[src/rtl/spd_pkg.sv]
// Shared defaults and FSM encoding for the Viterbi survivor-path traceback.
// Latency: n/a (types and constants only).
// Backpressure: n/a.
package spd_pkg;

  localparam int SPD_NUM_STATES = 4;
  localparam int SPD_PM_W       = 4;
  localparam int SPD_TB_DEPTH   = 8;

  typedef enum logic [1:0] {
    IDLE  = 2'd0,
    TRACE = 2'd1,
    EMIT  = 2'd2
  } tb_state_t;

endpackage

[src/rtl/pm_argmin.sv]
// Index of the smallest path metric; ties go to the lowest state index.
// Latency: combinational.
// Backpressure: none.
module pm_argmin
  import spd_pkg::*;
#(
  parameter int NUM_STATES = SPD_NUM_STATES,
  parameter int PM_W       = SPD_PM_W,
  localparam int M         = $clog2(NUM_STATES)
) (
  input  logic [NUM_STATES*PM_W-1:0] pm,
  output logic [M-1:0]               idx
);

  // Heap-ordered tree: node n has children 2n (lower indices) and 2n+1.
  logic [PM_W-1:0] node_pm  [2*NUM_STATES];
  logic [M-1:0]    node_idx [2*NUM_STATES];

  // Leaves hold the metrics; each parent keeps the left child unless the right is strictly smaller.
  always_comb begin
    node_pm[0]  = '0;
    node_idx[0] = '0;
    for (int s = 0; s < NUM_STATES; s++) begin
      node_pm[NUM_STATES+s]  = pm[s*PM_W +: PM_W];
      node_idx[NUM_STATES+s] = M'(s);
    end
    for (int n = NUM_STATES - 1; n >= 1; n--) begin
      if (node_pm[2*n+1] < node_pm[2*n]) begin
        node_pm[n]  = node_pm[2*n+1];
        node_idx[n] = node_idx[2*n+1];
      end else begin
        node_pm[n]  = node_pm[2*n];
        node_idx[n] = node_idx[2*n];
      end
    end
    idx = node_idx[1];
  end

endmodule

[src/rtl/spd_traceback.sv]
// Survivor-memory ring plus traceback FSM; emits one decoded bit per full-ring write.
// Latency: out_valid arrives TB_DEPTH+1 cycles after the triggering write.
// Backpressure: in_ready drops for the whole traceback. Optional SPD_FLUSH_EN adds a flush drain.
module spd_traceback
  import spd_pkg::*;
#(
  parameter int NUM_STATES = SPD_NUM_STATES,
  parameter int PM_W       = SPD_PM_W,
  parameter int TB_DEPTH   = SPD_TB_DEPTH
) (
  input  logic                       clk,
  input  logic                       reset,
  input  logic                       in_valid,
  output logic                       in_ready,
  input  logic [NUM_STATES-1:0]      dec,
  input  logic [NUM_STATES*PM_W-1:0] pm,
`ifdef SPD_FLUSH_EN
  input  logic                       flush,
`endif
  output logic                       out,
  output logic                       out_valid
);

  localparam int M  = $clog2(NUM_STATES);
  localparam int CW = $clog2(TB_DEPTH);
  localparam int NW = $clog2(TB_DEPTH + 1);
  localparam logic [CW-1:0] LAST_COL = CW'(TB_DEPTH - 1);
  localparam logic [NW-1:0] FULL     = NW'(TB_DEPTH);

  tb_state_t             state;
  logic [NUM_STATES-1:0] mem [TB_DEPTH];
  logic [CW-1:0]         wr_ptr;
  logic [CW-1:0]         col;
  logic [CW-1:0]         steps;
  logic [NW-1:0]         count;
  logic [M-1:0]          tstate;
  logic [M-1:0]          best;
  logic                  wr;
  logic [CW-1:0]         wr_ptr_nxt;
  logic [NW-1:0]         count_nxt;

  assign wr         = in_valid && in_ready;
  assign wr_ptr_nxt = (wr_ptr == LAST_COL) ? '0 : wr_ptr + 1'b1;
  assign count_nxt  = (count == FULL) ? FULL : count + 1'b1;

  pm_argmin #(
    .NUM_STATES (NUM_STATES),
    .PM_W       (PM_W)
  ) u_argmin (
    .pm  (pm),
    .idx (best)
  );

`ifdef SPD_FLUSH_EN
  // drain: a flush is pending; drain_run: the current traceback retires a column.
  logic          drain;
  logic          drain_run;
  logic [M-1:0]  start_st;
  logic [CW-1:0] newest;
  assign newest = (wr_ptr == '0) ? LAST_COL : wr_ptr - 1'b1;
`endif

  // Survivor memory: one decision column per accepted write, no reset needed.
  always_ff @(posedge clk) begin
    if (wr && !reset) begin
      mem[wr_ptr] <= dec;
    end
  end

  // Ring pointers, traceback walk and registered outputs.
  always_ff @(posedge clk) begin
    if (reset) begin
      state     <= IDLE;
      wr_ptr    <= '0;
      count     <= '0;
      col       <= '0;
      steps     <= '0;
      tstate    <= '0;
      out       <= 1'b0;
      out_valid <= 1'b0;
      in_ready  <= 1'b1;
`ifdef SPD_FLUSH_EN
      drain     <= 1'b0;
      drain_run <= 1'b0;
      start_st  <= '0;
`endif
    end else begin
      out_valid <= 1'b0;
      case (state)
        IDLE: begin
`ifdef SPD_FLUSH_EN
          if (drain) begin
            if (count == '0) begin
              drain    <= 1'b0;
              in_ready <= 1'b1;
            end else begin
              // Drain pass: walk count-1 columns back from the newest one.
              drain_run <= 1'b1;
              tstate    <= start_st;
              col       <= newest;
              steps     <= CW'(count - 1'b1);
              state     <= (count == NW'(1)) ? EMIT : TRACE;
            end
          end else
`endif
          if (wr) begin
            wr_ptr <= wr_ptr_nxt;
            count  <= count_nxt;
            tstate <= best;
            col    <= wr_ptr;
            steps  <= LAST_COL;
`ifdef SPD_FLUSH_EN
            start_st <= best;
`endif
            if (count_nxt == FULL) begin
              state    <= TRACE;
              in_ready <= 1'b0;
            end
          end
`ifdef SPD_FLUSH_EN
          if (!drain && flush && (wr || count != '0)) begin
            drain    <= 1'b1;
            in_ready <= 1'b0;
          end
`endif
        end
        TRACE: begin
          tstate <= {tstate[M-2:0], mem[col][tstate]};
          col    <= (col == '0) ? LAST_COL : col - 1'b1;
          steps  <= steps - 1'b1;
          if (steps == CW'(1)) begin
            state <= EMIT;
          end
        end
        EMIT: begin
          out       <= tstate[M-1];
          out_valid <= 1'b1;
          state     <= IDLE;
          in_ready  <= 1'b1;
`ifdef SPD_FLUSH_EN
          drain_run <= 1'b0;
          if (drain_run) begin
            count <= count - 1'b1;
            if (count == NW'(1)) begin
              drain <= 1'b0;
            end else begin
              in_ready <= 1'b0;
            end
          end else if (drain) begin
            in_ready <= 1'b0;
          end
`endif
        end
        default: begin
          state    <= IDLE;
          in_ready <= 1'b1;
        end
      endcase
    end
  end

endmodule

[config.mk]
export PLATFORM = sky130hd
export DESIGN_NAME = spd_traceback
export DESIGN_NICKNAME = d
export VERILOG_FILES = /design/src/rtl/spd_pkg.sv /design/src/rtl/pm_argmin.sv /design/src/rtl/spd_traceback.sv
export SDC_FILE = /design/constraint.sdc
export NUM_CORES = 1
export LEC_CHECK = 0
export CORE_UTILIZATION = 45
export DETAILED_ROUTE_END_ITERATION = 6
export PLACE_DENSITY_LB_ADDON = 0.15
export SYNTH_ARGS = -nofsm -noshare
export SYNTH_HDL_FRONTEND = slang
export SYNTH_SLANG_ARGS = --single-unit
[constraint.sdc]
create_clock -name clk -period 3.4 [get_ports clk]
set_input_delay 0.34 -clock clk [delete_from_list [all_inputs] [get_ports clk]]
set_output_delay 0.34 -clock clk [all_outputs]
set_load 0.03 [all_outputs]
# Yosys cells after proc, flatten, opt, wreduce, memory -nomap -nowiden
# Memories as Yosys holds them, arrays and structs flattened. A register that Yosys moved wholly into a read port is not among the register bits.
# Cells that the tools add are included.
[word_totals]
ff_bits = 20
ram_bits = 32
output_inout_bits = 3
elab_cells = 66
memories = 1
[op_classes]
add_sub_neg = 4
order_cmp = 4
eq_ne = 9
mux = 28
bitwise = 1
reduce_logical = 10
[memory_table]
columns = ["memory", "depth", "word_bits", "read_ports", "rd_ports_with_merged_regs", "wr", "line", "text"]
rows = [
  ["mem", 8, 4, 1, 1, 1, "spd_traceback.sv:31", "logic [NUM_STATES-1:0] mem [TB_DEPTH];"],
]
[ops]
columns = ["operator", "count"]
rows = [
  ["3-bit two-way mux", 6],
  ["4-bit < comparator", 3],
  ["4-bit two-way mux", 3],
  ["3-bit one-hot mux with 2 select lines", 2],
  ["2-bit two-way mux", 5],
  ["4-bit equality test, second input constant", 2],
  ["1-bit two-way mux", 8],
  ["2-bit one-hot mux with 2 select lines", 2],
  ["2-bit inequality test, second input constant", 3],
  ["3-bit AND reduction", 2],
  ["3-bit by 1-bit subtractor with 3-bit output, second input constant", 2],
  ["4-bit by 1-bit adder with 4-bit output, second input constant", 1],
  ["2-bit AND reduction", 2],
  ["3-bit by 1-bit adder with 3-bit output, second input constant", 1],
  ["3-bit by 1-bit equality test with 1-bit output, second input constant", 1],
  ["3-bit equality test, second input constant", 1],
  ["3-bit zero test", 1],
  ["2-bit by 3-bit < comparator with 1-bit output, second input constant", 1],
  ["1-bit binary-select mux with 2-bit select", 1],
  ["2-bit by 1-bit equality test with 1-bit output, second input constant", 1],
  ["2-bit equality test, second input constant", 1],
  ["1-bit logical AND", 2],
  ["2-bit zero test", 1],
  ["1-bit one-hot mux with 2 select lines", 1],
  ["3 further kinds", 3],
]

# Longest topological paths before layout
# Gate-level depths: netlist of the first run.
[logic_depth]
ltp_word = 6
depth_mapped = 12
depth_no_buf = 12

# Cells and area by module
# From an unflattened synthesis of the first run, not the netlist that was laid out.
[unflattened]
hier_cells = 240
area_unflattened_um2 = 2781.4
[modules_own_cells]
columns = ["module", "n_inst", "cells_per_inst", "area_per_inst_um2", "seq_area_each_um2"]
rows = [
  ["spd_traceback", 1, 184, 2364.8, 1421.4],
  ["pm_argmin", 1, 56, 416.6, 0.0],
]

# Least setup slack after synthesis of the first run
# No wires, ideal clock.
[synth_timing]
path_kind = "input to register"
from = "input port pm[9]"
to = "register tstate[0]"
setup_time_ns = 0.074
arrival_time_ns = 2.397
setup_slack_ns = 0.929
cell_stages = 10
path_buffers = 0
cell_sequence = "inv_1 ha_1 a2111oi_2 nor3_4 mux2_2 ha_1 nand3_1 and3_1 a211o_1 a31oi_2"
[synth_between]
elab_chain_len = 6
[synth_rtl]
columns = ["item", "line", "text"]
rows = [
  ["start: declaration", "spd_traceback.sv:16", "input logic [NUM_STATES*PM_W-1:0] pm,"],
  ["4-bit < comparator", "pm_argmin.sv:28", "if (node_pm[2*n+1] < node_pm[2*n]) begin"],
  ["4-bit two-way mux", "pm_argmin.sv:28", ""],
  ["4-bit < comparator", "pm_argmin.sv:28", ""],
  ["2-bit two-way mux *", "pm_argmin.sv:28", ""],
  ["2-bit two-way mux *", "spd_traceback.sv:106", "if (wr) begin"],
  ["2-bit one-hot mux with 2 select lines *", "spd_traceback.sv:89", "case (state)"],
  ["end signal: assignment", "spd_traceback.sv:109", "tstate <= best;"],
  ["end signal: assignment", "spd_traceback.sv:128", "tstate <= {tstate[M-2:0], mem[col][tstate]};"],
  ["end: declaration", "spd_traceback.sv:36", "logic [M-1:0] tstate;"],
]
# Mark *: on every way between the ends. The rest lies on a longest branch, timed or not. The select of a mux whose other input is x is not followed.
# A chain may end at the register's enable or synchronous reset.

# Final worst setup path of the first run
# Same ends and word-level chain as after synthesis.

==> metrics.txt, run 1 <==
non-filler instance count after layout 330; f_max 364 MHz; max-cap violations 0; final hold vios 0; EDFF count, synth 32; CTS tree built; RSZ-0062 raised after global routing false; die area 6340 sq um; clock transition at the registers of the reported paths approximately 0.090 ns; Synth Warn # 0; Root Buffer clkbuf_8; initial antenna violation count 0; sw frac 0.252; Mapped Area 2710 sq um; dpl cell area 3030 sq um; pwr/cell area 413 nW/um^2; hold buffers post-CTS 0; launch point of the worst hold path col[2]; R2R depth 6; setup TNS 0 ns; P_sw 0.325 mW; total core area between 5000 and 6000 sq um; PostCTS Resize Cnt 0; fin area 3120 sq um; row count 27; Net Count, Synth 272; crit share post-route 0.808; clock tree buffer depth 2; Detail Route Antenna Nets 0; Internal 0.964 mW; HPWL after detailed placement 3780 um; fraction of registers with async set/reset 0; GRT Total Usage 0.177; fraction of layout cells with a size suffix above 1 0.0814; #FFs+latches synth 55; Reg-to-Reg Start count[0]; Setup Viol. Count Final 0; Inst Count DP 322; overall power 1.29 mW; vias in the first global route around 1700; Synth-to-Final Area Change 15.0%; setup bufs post-CTS 0; # H-tree levels 2; worst hold stages 2; Worst Path Arrival 2.98 ns; worst relative slew slack 0.471; Worst R2R End in_ready; Clk pwr share 0.276; Unique masters post-synth 43; vias 1781; Seq/Total Area, Yosys 0.524; status finished clean; Pleak 1.12 nW; pre-CTS setup slack 0.335 ns; commonest non-fill, non-tap cell in the layout edfxtp_1; Die Y-Extent 79.6 um; clk sinks 55; most common flop cell mapped by yosys edfxtp_1; drt total wl 5080 um; Residual DRC 0; GRT overflow 0; n_diodes 0; crit-path max FO 5; CP Class input pin to flop; Buffers on Ports 25; fin nets 299; Worst setup EP type flop; clk_skew 0.00976 ns; die span in x 79.6 um; drt initial violations between 70 and 80; worst-skew pair later-pin latency between 0.3 and 0.4 ns; most frequent cells in the layout edfxtp_1, clkdlybuf4s50_1, nor2_1, dfxtp_1, ha_1; largest net degree at the start of global routing 18; Worst EP required 3.64 ns; shortest period the worst path allows 2.75 ns; Reg power frac 0.576; CP Launch Type input pin; drt pass-1 iters 4; Slew @ Worst Pin 0.787 ns; routed wire length per instance between 15 and 20 um; Initial Util 0.481; Worst Hold Path EP col[2]; hold crit path type flop to flop; total CTS buffers 5; Via density 5.40; routability cong. slightly above 0.8; average cell area after synthesis between 10 and 15 sq um; Max Slew Vio Count 0; first-pass GRT wire length 8400 um; reg2reg setup slack 1.36 ns; maximum VDD drop 0.000276 V; IO Pins 26; Post-Syn Instances 230; Final Worst Setup Slack ~0.65 ns; logic gate share of total power 0.148
==> cell type report <==
cell class | instances | area (sq um)
Fill cell | 505 | 2520
Sequential cell | 55 | 1420
Multi-Input combinational cell | 152 | 1190
Timing Repair Buffer | 27 | 265
Tap cell | 72 | 90.1
Clock buffer | 5 | 68.8
Inverter | 16 | 60.1
Clock inverter | 3 | 20.0
==> power by group through the flow <==
stage / clock network, mW / logic (mW) / registers, mW
6_report: 0.356 / 0.191 / 0.742
5_1_grt: 0.400 / 0.212 / 0.745
4_1_cts: 0.368 / 0.191 / 0.742
3_5_place_dp: 0 / 0.190 / 0.758
3_3_place_gp: 0 / 0.188 / 0.757
2_1_floorplan: 0 / 0.133 / 0.750
==> how the worst max path moves through the flow <==
stage	startpoint	to	slack, ns	depth (start not counted)
floorplan	pm[9]	tstate[0]	0.93	10
global placement	pm[9]	tstate[0]	0.36	11
detailed placement	pm[9]	tstate[0]	0.33	11
CTS	pm[9]	tstate[0]	0.66	11
global route	pm[9]	tstate[0]	0.50	11
finish	pm[9]	tstate[0]	0.65	11
==> critical path, cell delays in order <==
cell and delay (ns):
clkdlybuf4s50_1 0.48, inv_1 0.05, ha_1 0.29, a2111oi_2 0.40
nor3_4 0.12, mux2_2 0.29, ha_1 0.31, nand3_1 0.08
and3_1 0.18, a211o_1 0.30, a31oi_2 0.15
==> sequential cells by signal, summed over array words and instances, names as in the netlist, named ones only <==
register   count
mem           32
col            3
out            1
wr_ptr         3
tstate         2
in_ready       1
state          2
steps          3
out_valid      1
count          4
==> synthesized netlist by cell type, types with 5 or more instances <==
library cell / instances / share of area
edfxtp_1: 32 / 0.35
nor2_1: 24 / 0.033
dfxtp_1: 23 / 0.17
ha_1: 19 / 0.088
a21oi_1: 17 / 0.031
inv_1: 16 / 0.022
nand2_1: 14 / 0.019
nand2b_1: 8 / 0.018
nor3_1: 7 / 0.013
mux2i_1: 6 / 0.022
mux4_2: 5 / 0.042
==> kinds of logic (layout without fill, tap and decap cells) <==
group           count (synthesis)  count (layout)  synth area share
mux                            16              16             0.101
simple gates                   72              72             0.137
compound gates                 43              43             0.108
fa+ha+maj                      19              19            0.0876
xor+xnor                        2               2           0.00646
flops                          55              55             0.524
buf+inv                        23              51            0.0355
==> layer usage <==
metal / GRT usage / share of wire / up-vias
met5: 0 / 0 / -
met4: 0.0782 / 0.019 / 0
met2: 0.260 / 0.44 / 27
met1: 0.249 / 0.51 / 836
met3: 0.0389 / 0.030 / 10
li1: - / - / 908
==> per-stage QoR <==
stage | hold WS (ns) | util
finish | 0.484 | 0.553
global route | 0.523 | 0.553
CTS | 0.482 | 0.553
detailed placement | 0.468 | 0.537
global placement | 0.470 | 0.537
floorplan | 0.439 | -
No activity file was read; power rests on OpenSTA's default activity.
==> inputs of run 2 (changes only) <==
==> constraint.sdc (replaced) <==
create_clock -name clk -period 2.35 [get_ports clk]
set_input_delay 0.235 -clock clk [delete_from_list [all_inputs] [get_ports clk]]
set_output_delay 0.235 -clock clk [all_outputs]
set_load 0.03 [all_outputs]
==> run 2 against run 1 <==
Effect of this change:
- register-to-register slack worse by 1.1 ns
- sequential power rose by 44%
- final area is 10% higher
- final cell count grew 7.0%
- critical path type unchanged
- critical endpoint unchanged
- largest cell class unchanged
- largest power group unchanged
- highest routed layer unchanged
==> metrics.txt, run 2 (synthesized netlist as in run 1, its figures left out) <==
status finished clean (unchanged); Die Y-Extent 79.6 um (unchanged); vias 1884 (was 1781); Largest register FFs 32 (unchanged); drt total wl 5320 um (was 5080 um); maximum VDD drop 0.000303 V (was 0.000276 V); non-filler instance count after layout 353 (was 330); hold slack 0.420 ns (was 0.484 ns); initial antenna violation count 0 (unchanged); Internal 1.46 mW (was 0.964 mW); largest net degree at the start of global routing 18 (unchanged); drt initial violations 71 (was 74); crit-path leading delay family compound AO/OA/AOI/OAI gates (unchanged); clock tree buffer depth 2 (unchanged); Final Worst Setup Slack 0.0805 ns (was 0.654 ns); CTS tree built (unchanged); die span in x 79.6 um (unchanged); sw frac 0.252 (about the same); Worst Path Arrival 2.51 ns (was 2.98 ns); RSZ-0062 raised after global routing false (unchanged); # fillers 473 (was 505); worst relative slew slack 0.689 (was 0.471); pre-CTS setup slack -0.561 ns (was 0.335 ns); first-pass GRT wire length 8340 um (was 8400 um); slowest stage delay, CP 0.46 ns (was 0.48 ns); CP Cell Sequence clkdlybuf4s50_1, ha_4, a2111oi_4, nor3_4, mux2_4, ha_4, nand3_1, and3_1, a211o_1, a31oi_2 (was clkdlybuf4s50_1, inv_1, ha_1, a2111oi_2, nor3_4, mux2_2, ha_1, nand3_1, and3_1, a211o_1, a31oi_2); commonest non-fill, non-tap cell in the layout edfxtp_1 (unchanged); Met3 Routed Length 161 um (was 152 um); # H-tree levels 2 (unchanged); P_sw 0.492 mW (was 0.325 mW); shortest period the worst path allows 2.27 ns; max-cap violations 0 (unchanged); worst-skew pair later-pin latency 0.31 ns (about the same); Worst EP required 2.59 ns (was 3.64 ns); Initial Util 0.481 (unchanged); biggest regs mem: 32 flops, count: 4 flops (unchanged); n_diodes 0 (unchanged); pwr/cell area 568 nW/um^2 (was 413 nW/um^2); crit-path max FO 3 (was 5); fraction of layout cells with a size suffix above 1 0.221 (was 0.0814); hold crit path type input pin to flop (was flop to flop); f_max 441 MHz; total core area 5640 sq um (unchanged); crit share post-route 0.966; clk_skew 0.00673 ns (was 0.00976 ns); setup TNS 0 ns (unchanged); die area 6340 sq um (unchanged); Reg with most FFs mem (unchanged); routed wl met2 2580 um (was 2250 um); routed wire length per instance 15.1 um (was 15.4 um); CP Launch Type input pin (unchanged); Slew @ Worst Pin 0.464 ns (was 0.787 ns); Max Slew Vio Count 0 (unchanged); CP Class input pin to flop (unchanged); fin nets 322 (was 299); final hold vios 0 (unchanged); drt pass-1 iters 4 (unchanged); Root Buffer clkbuf_8 (unchanged); overall power 1.95 mW (was 1.29 mW); HPWL after detailed placement 3910 um (was 3780 um); routability cong. 0.775 (was 0.804); Worst Path Buf+Inv 1 (was 2); Buffers on Ports 25 (unchanged); Synth-to-Final Area Change 26.8% (was 15.0%); Detail Route Antenna Nets 0 (unchanged); Residual DRC 0 (unchanged); Setup Viol. Count Final 0 (unchanged); vias in the first global route 1807 (was 1701); Via density 5.34 (was 5.40); wl on met1 2530 um (was 2580 um); Pleak 1.31 nW (was 1.12 nW); clk sinks 55 (unchanged); top sig layer met4 (unchanged); CP most frequent cell ha_4 (was ha_1); row count 27 (unchanged); GRT Total Usage 0.177 (about the same); IO Pins 26 (unchanged); Slowest cell on crit path clkdlybuf4s50_1 (unchanged); Worst setup EP type flop (unchanged); Clk pwr share 0.263 (was 0.276); Reg power frac 0.550 (was 0.576); Inst Count DP 340 (was 322); clock transition at the registers of the reported paths 0.09 ns (about the same); total CTS buffers 5 (unchanged); logic gate share of total power 0.187 (was 0.148); GRT overflow 0 (unchanged); most frequent cells in the layout edfxtp_1, buf_4, dfxtp_1, nor2_1, a21oi_1 (was edfxtp_1, clkdlybuf4s50_1, nor2_1, dfxtp_1, ha_1)
## run 2: cell types whose count changed in the layout (fill, tap and decap cells not counted), sizes merged
cell	previous run	this run
dlygate4sd2	0	7
clkdlybuf4s50	25	12
clkbuf	5	6
dlymetal6s2s	0	6
buf	2	25
clkinvlp	1	0
## run 2: area by class of cell
cell class / instances / area, sq um / share of cell area
clock buffers: 6 / 72.6 / 0.0211
well taps: 72 / 90.1 / 0.0262
multi-input cells: 152 / 1330 / 0.388
clock inverters: 2 / 17.5 / 0.00509
flip-flops and latches: 55 / 1420 / 0.413
repair buffers: 50 / 444 / 0.129
inverters: 16 / 60.1 / 0.0175
## run 2: what timing repair did
action,in CTS,in global routing
setup buffers,3,2
hold buffers,0,0
gates resized for setup,22,16
pin swaps,4,9
endpoints found under the setup margin,2,2
## run 2: through the flow
stage / utilization / area (sq um)
global placement: 0.564 / 3180
floorplan: - / 2730
global route: 0.609 / 3440
detailed placement: 0.564 / 3180
finish: 0.609 / 3440
CTS: 0.597 / 3370
## run 2: per-layer routing
layer | vias up | GRT usage
met5 | - | 0
met1 | 898 | 0.228
met3 | 4 | 0.0377
met2 | 28 | 0.303
li1 | 954 | -
met4 | 0 | 0.0436
## run 2: worst register-to-register path, delay by kind of cell (launching register included)
| kind | cells | cell delay, ns |
|---|---|---|
| compound gates | 3 | 0.62 |
| fa+ha+maj | 1 | 0.32 |
| buf+inv | 1 | 0.09 |
| flops | 1 | 0.40 |
| simple gates | 1 | 0.53 |
## run 2: power by group through the flow
stage / clock (mW) / combinational [mW] / sequential, mW
global route: 0.557 / 0.404 / 1.08
detailed placement: 0 / 0.311 / 1.10
global placement: 0 / 0.307 / 1.10
CTS: 0.532 / 0.344 / 1.07
finish: 0.513 / 0.365 / 1.07
floorplan: 0 / 0.196 / 1.08
## run 2: final timing paths
check / endpoint / startpoint / slack, ns / cells after the start
max: tstate[0] / pm[15] / 0.08 / 10
min: tstate[0] / pm[12] / 0.42 / 5
max reg2reg: in_ready / count[0] / 0.30 / 6
min reg2reg: col[2] / col[2] / 0.48 / 2
==> inputs of run 3 (changes only) <==
--- a/config.mk
+++ b/config.mk
@@ -10,4 +10,5 @@
 export PLACE_DENSITY_LB_ADDON = 0.15
 export SYNTH_ARGS = -nofsm -noshare
 export SYNTH_HDL_FRONTEND = slang
+export SYNTH_HIERARCHICAL = 1
 export SYNTH_SLANG_ARGS = --single-unit
==> run 3 against run 2 <==
Effect of this change:
- clock-buffer cell count shrank 1
- the flow now finishes with violations (setup timing)
- die area grew 2.5%
- final cell count grew 5.4%
- largest cell class unchanged
==> metrics.txt, run 3 <==
CP Launch Type input pin (unchanged); failing checks setup timing; launch point of the worst hold path count[0] (was pm[12]); n_diodes 0 (unchanged); mux contribution to synthesized area 0.108 (was 0.101); EDFF count, synth 32 (unchanged); overall power 1.97 mW (was 1.95 mW); total CTS buffers 5 (unchanged); Internal 1.46 mW (about the same); clock tree buffer depth 2 (unchanged); clk_skew 0.0140 ns (was 0.00673 ns); top cells by area, synth edfxtp_1, dfxtp_1, ha_1 (unchanged); GRT Total Usage 0.179 (was 0.177); average cell area after synthesis 11.6 sq um (was 11.8 sq um); commonest non-fill, non-tap cell in the layout buf_4 (was edfxtp_1); Worst R2R End tstate[0] (was in_ready); P_sw 0.508 mW (was 0.492 mW); HPWL after detailed placement 3820 um (was 3910 um); clk sinks 55 (unchanged); Clk pwr share 0.276 (was 0.263); Mapped Area 2780 sq um (was 2710 sq um); sw frac 0.258 (was 0.252); Detail Route Antenna Nets 0 (unchanged); f_max 395 MHz (was 441 MHz); crit share post-route 1.08 (was 0.966); Reg with most FFs mem (unchanged); #FFs+latches synth 55 (unchanged); Unique masters post-synth 43 (unchanged); fin nets 338 (was 322); hold buffers post-CTS 0 (unchanged); top cell type's share of synthesized area 0.345 (was 0.354); met1 usage 0.245 (was 0.228); GR peak layer met2 (unchanged); IO Pins 26 (unchanged); hold crit path type flop to flop (was input pin to flop); Final Worst Setup Slack -0.183 ns (was 0.0805 ns); Worst setup EP type flop (unchanged); Via density 5.30 (was 5.34); initial antenna violation count 0 (unchanged); dpl cell area 3350 sq um (was 3180 sq um); Compound-Gate Fraction of Synth Area 0.113 (was 0.108); Buffers on Ports 25 (unchanged); largest family of logic cells by synthesized area simple AND/OR/NAND/NOR gates (unchanged); fraction of layout cells with a size suffix above 1 0.269 (was 0.221); CTS tree built (unchanged); Root Buffer clkbuf_8 (unchanged); total core area 5960 sq um (was 5640 sq um); Synth-to-Final Area Change 28.1% (was 26.8%); Adder-Cell Fraction of Synth Area 0.0855 (was 0.0876); crit-path max FO 3 (unchanged); drt initial violations 79 (was 71); drt total wl 5310 um (was 5320 um); register area 1420 sq um (unchanged); met3 Resource Use GR 0.0307 (was 0.0377); top-count cell post-synth edfxtp_1 (unchanged); reg2reg setup slack 0.47 ns (was 0.30 ns); largest net degree at the start of global routing 20 (was 18); Synth top cells by count edfxtp_1, dfxtp_1, nand2_1 (was edfxtp_1, nor2_1, dfxtp_1); maximum VDD drop 0.000408 V (was 0.000303 V); Pleak 1.34 nW (was 1.31 nW); drt pass-1 iters 4 (unchanged); status finished with violations (was finished clean); setup TNS -0.183 ns (was 0 ns); worst relative slew slack 0.652 (was 0.689); Worst Hold Path EP count[0] (was tstate[0]); die span in x 80.6 um (was 79.6 um); pwr/cell area 553 nW/um^2 (was 568 nW/um^2); Slew @ Worst Pin 0.520 ns (was 0.464 ns); worst hold stages 2 (was 5); Residual DRC 0 (unchanged); vias 1971 (was 1884); Reg power frac 0.539 (was 0.550); most frequent cells in the layout buf_4, edfxtp_1, dfxtp_1, nand2_1, nor2_1 (was edfxtp_1, buf_4, dfxtp_1, nor2_1, a21oi_1); worst-skew pair later-pin latency 0.31 ns (about the same); Setup Viol. Count Final 1 (was 0); logic gate share of total power 0.184 (was 0.187); CP startpoint pm[4] (was pm[15]); multi-input gate area in the final layout 1420 sq um (was 1330 sq um); GRT met2 Usage 0.290 (was 0.303); max-cap violations 0 (unchanged); row count 28 (was 27); Max Slew Vio Count 0 (unchanged); Synth Area in XOR/XNOR 0.00945 (was 0.00646); die area 6500 sq um (was 6340 sq um); biggest regs mem: 32 flops, count: 4 flops (unchanged); Initial Util 0.467 (was 0.481); Synth Warn # 6 (was 0); biggest area consumer among synthesized cells edfxtp_1 (unchanged); GRT overflow 0 (unchanged); # H-tree levels 2 (unchanged); Die Y-Extent 80.6 um (was 79.6 um); Core Util, Final 0.598 (was 0.609); Worst EP required 2.57 ns (was 2.59 ns); most common flop cell mapped by yosys edfxtp_1 (unchanged); fraction of registers with async set/reset 0 (unchanged); Worst Path Arrival 2.75 ns (was 2.51 ns); clock transition at the registers of the reported paths 0.10 ns (was 0.09 ns); Net Count, Synth 282 (was 272); first-pass GRT wire length 8780 um (was 8340 um); shortest period the worst path allows 2.53 ns (was 2.27 ns); final hold vios 0 (unchanged); routability cong. 0.774 (was 0.775); Largest register FFs 32 (unchanged); R2R depth 4 (was 6); Seq/Total Area, Yosys 0.511 (was 0.524); routed wire length per instance 14.3 um (was 15.1 um); CP Class input pin to flop (unchanged); vias in the first global route 1881 (was 1807); post-synthesis simple-gate area fraction 0.135 (was 0.137); # fillers 514 (was 473); RSZ-0062 raised after global routing true (was false); fin area 3560 sq um (was 3440 sq um); Post-Syn Instances 240 (was 230)
[run 3: cell count changes in the layout (fill, tap and decap cells not counted), moves of 5 or more]
cell | before | now
dlymetal6s2s_1 | 6 | 0
a21oi_1 | 16 | 11
nand2_1 | 14 | 20
nor2_1 | 22 | 17
nand3_1 | 2 | 7
a21o_1 | 0 | 5
buf_4 | 25 | 33
[run 3: timing repair]
action / 4_1_cts / 5_1_grt
setup endpoints to repair: 2 / 2
setup buffers: 1 / 1
pin swaps: 15 / 8
resized for setup: 47 / 6
hold endpoints to repair: 0 / 0
[run 3: worst max-delay path by stage]
stage                 to  slack [ns]  cells past startpoint
2_1_floorplan  tstate[0]       -0.29                     15
3_3_place_gp   tstate[0]       -0.94                     17
3_5_place_dp   tstate[0]       -1.07                     17
4_1_cts        tstate[0]       -0.21                     17
5_1_grt        tstate[0]       -0.35                     17
6_report       tstate[0]       -0.18                     15
[run 3: layer usage]
layer | part of all wire | vias up
li1 | - | 1002
met1 | 0.49 | 930
met2 | 0.47 | 35
met3 | 0.034 | 4
met4 | 0.0062 | 0
met5 | 0 | -
[run 3: metrics by stage]
step	cells	worst slack, ns	hold WS (ns)
6_report	372	-0.183	0.498
5_1_grt	372	-0.352	0.536
4_1_cts	371	-0.212	0.504
3_5_place_dp	362	-1.07	0.488
3_3_place_gp	362	-0.944	0.479
2_1_floorplan	240	-0.289	0.334
[run 3: critical path: stages]
cell and delay, ns:
clkdlybuf4s50_1 0.48, nand2b_4 0.13, a21oi_2 0.07, o21ai_4 0.19
mux2i_2 0.28, ha_4 0.24, o21ai_2 0.11, nand2b_1 0.09
a21oi_2 0.12, a21o_1 0.11, a211o_1 0.11, nor2_1 0.03
mux2i_1 0.16, o221ai_2 0.13, a311oi_1 0.25
[run 3: power groups by stage]
stage / sequential [mW] / combinational (mW) / clock, mW
3_3_place_gp: 1.08 / 0.317 / 0
3_5_place_dp: 1.08 / 0.321 / 0
5_1_grt: 1.07 / 0.403 / 0.584
2_1_floorplan: 1.08 / 0.192 / 0
4_1_cts: 1.06 / 0.348 / 0.559
6_report: 1.06 / 0.363 / 0.544
[run 3: cells by family (layout without fill, tap and decap cells)]
kind of cell	count (synthesis)	after routing
compound gates	45	45
xor+xnor	3	3
fa+ha+maj	19	19
buf+inv	23	80
flops	55	55
mux	20	20
simple gates	75	75
[run 3: layout make-up]
class,instances,area share
timing repair buffer,57,0.132
inverter,15,0.0172
multi-input combinational,162,0.399
tap,75,0.0263
sequential,55,0.399
clock inverter,3,0.00773
clock buffer,5,0.0193
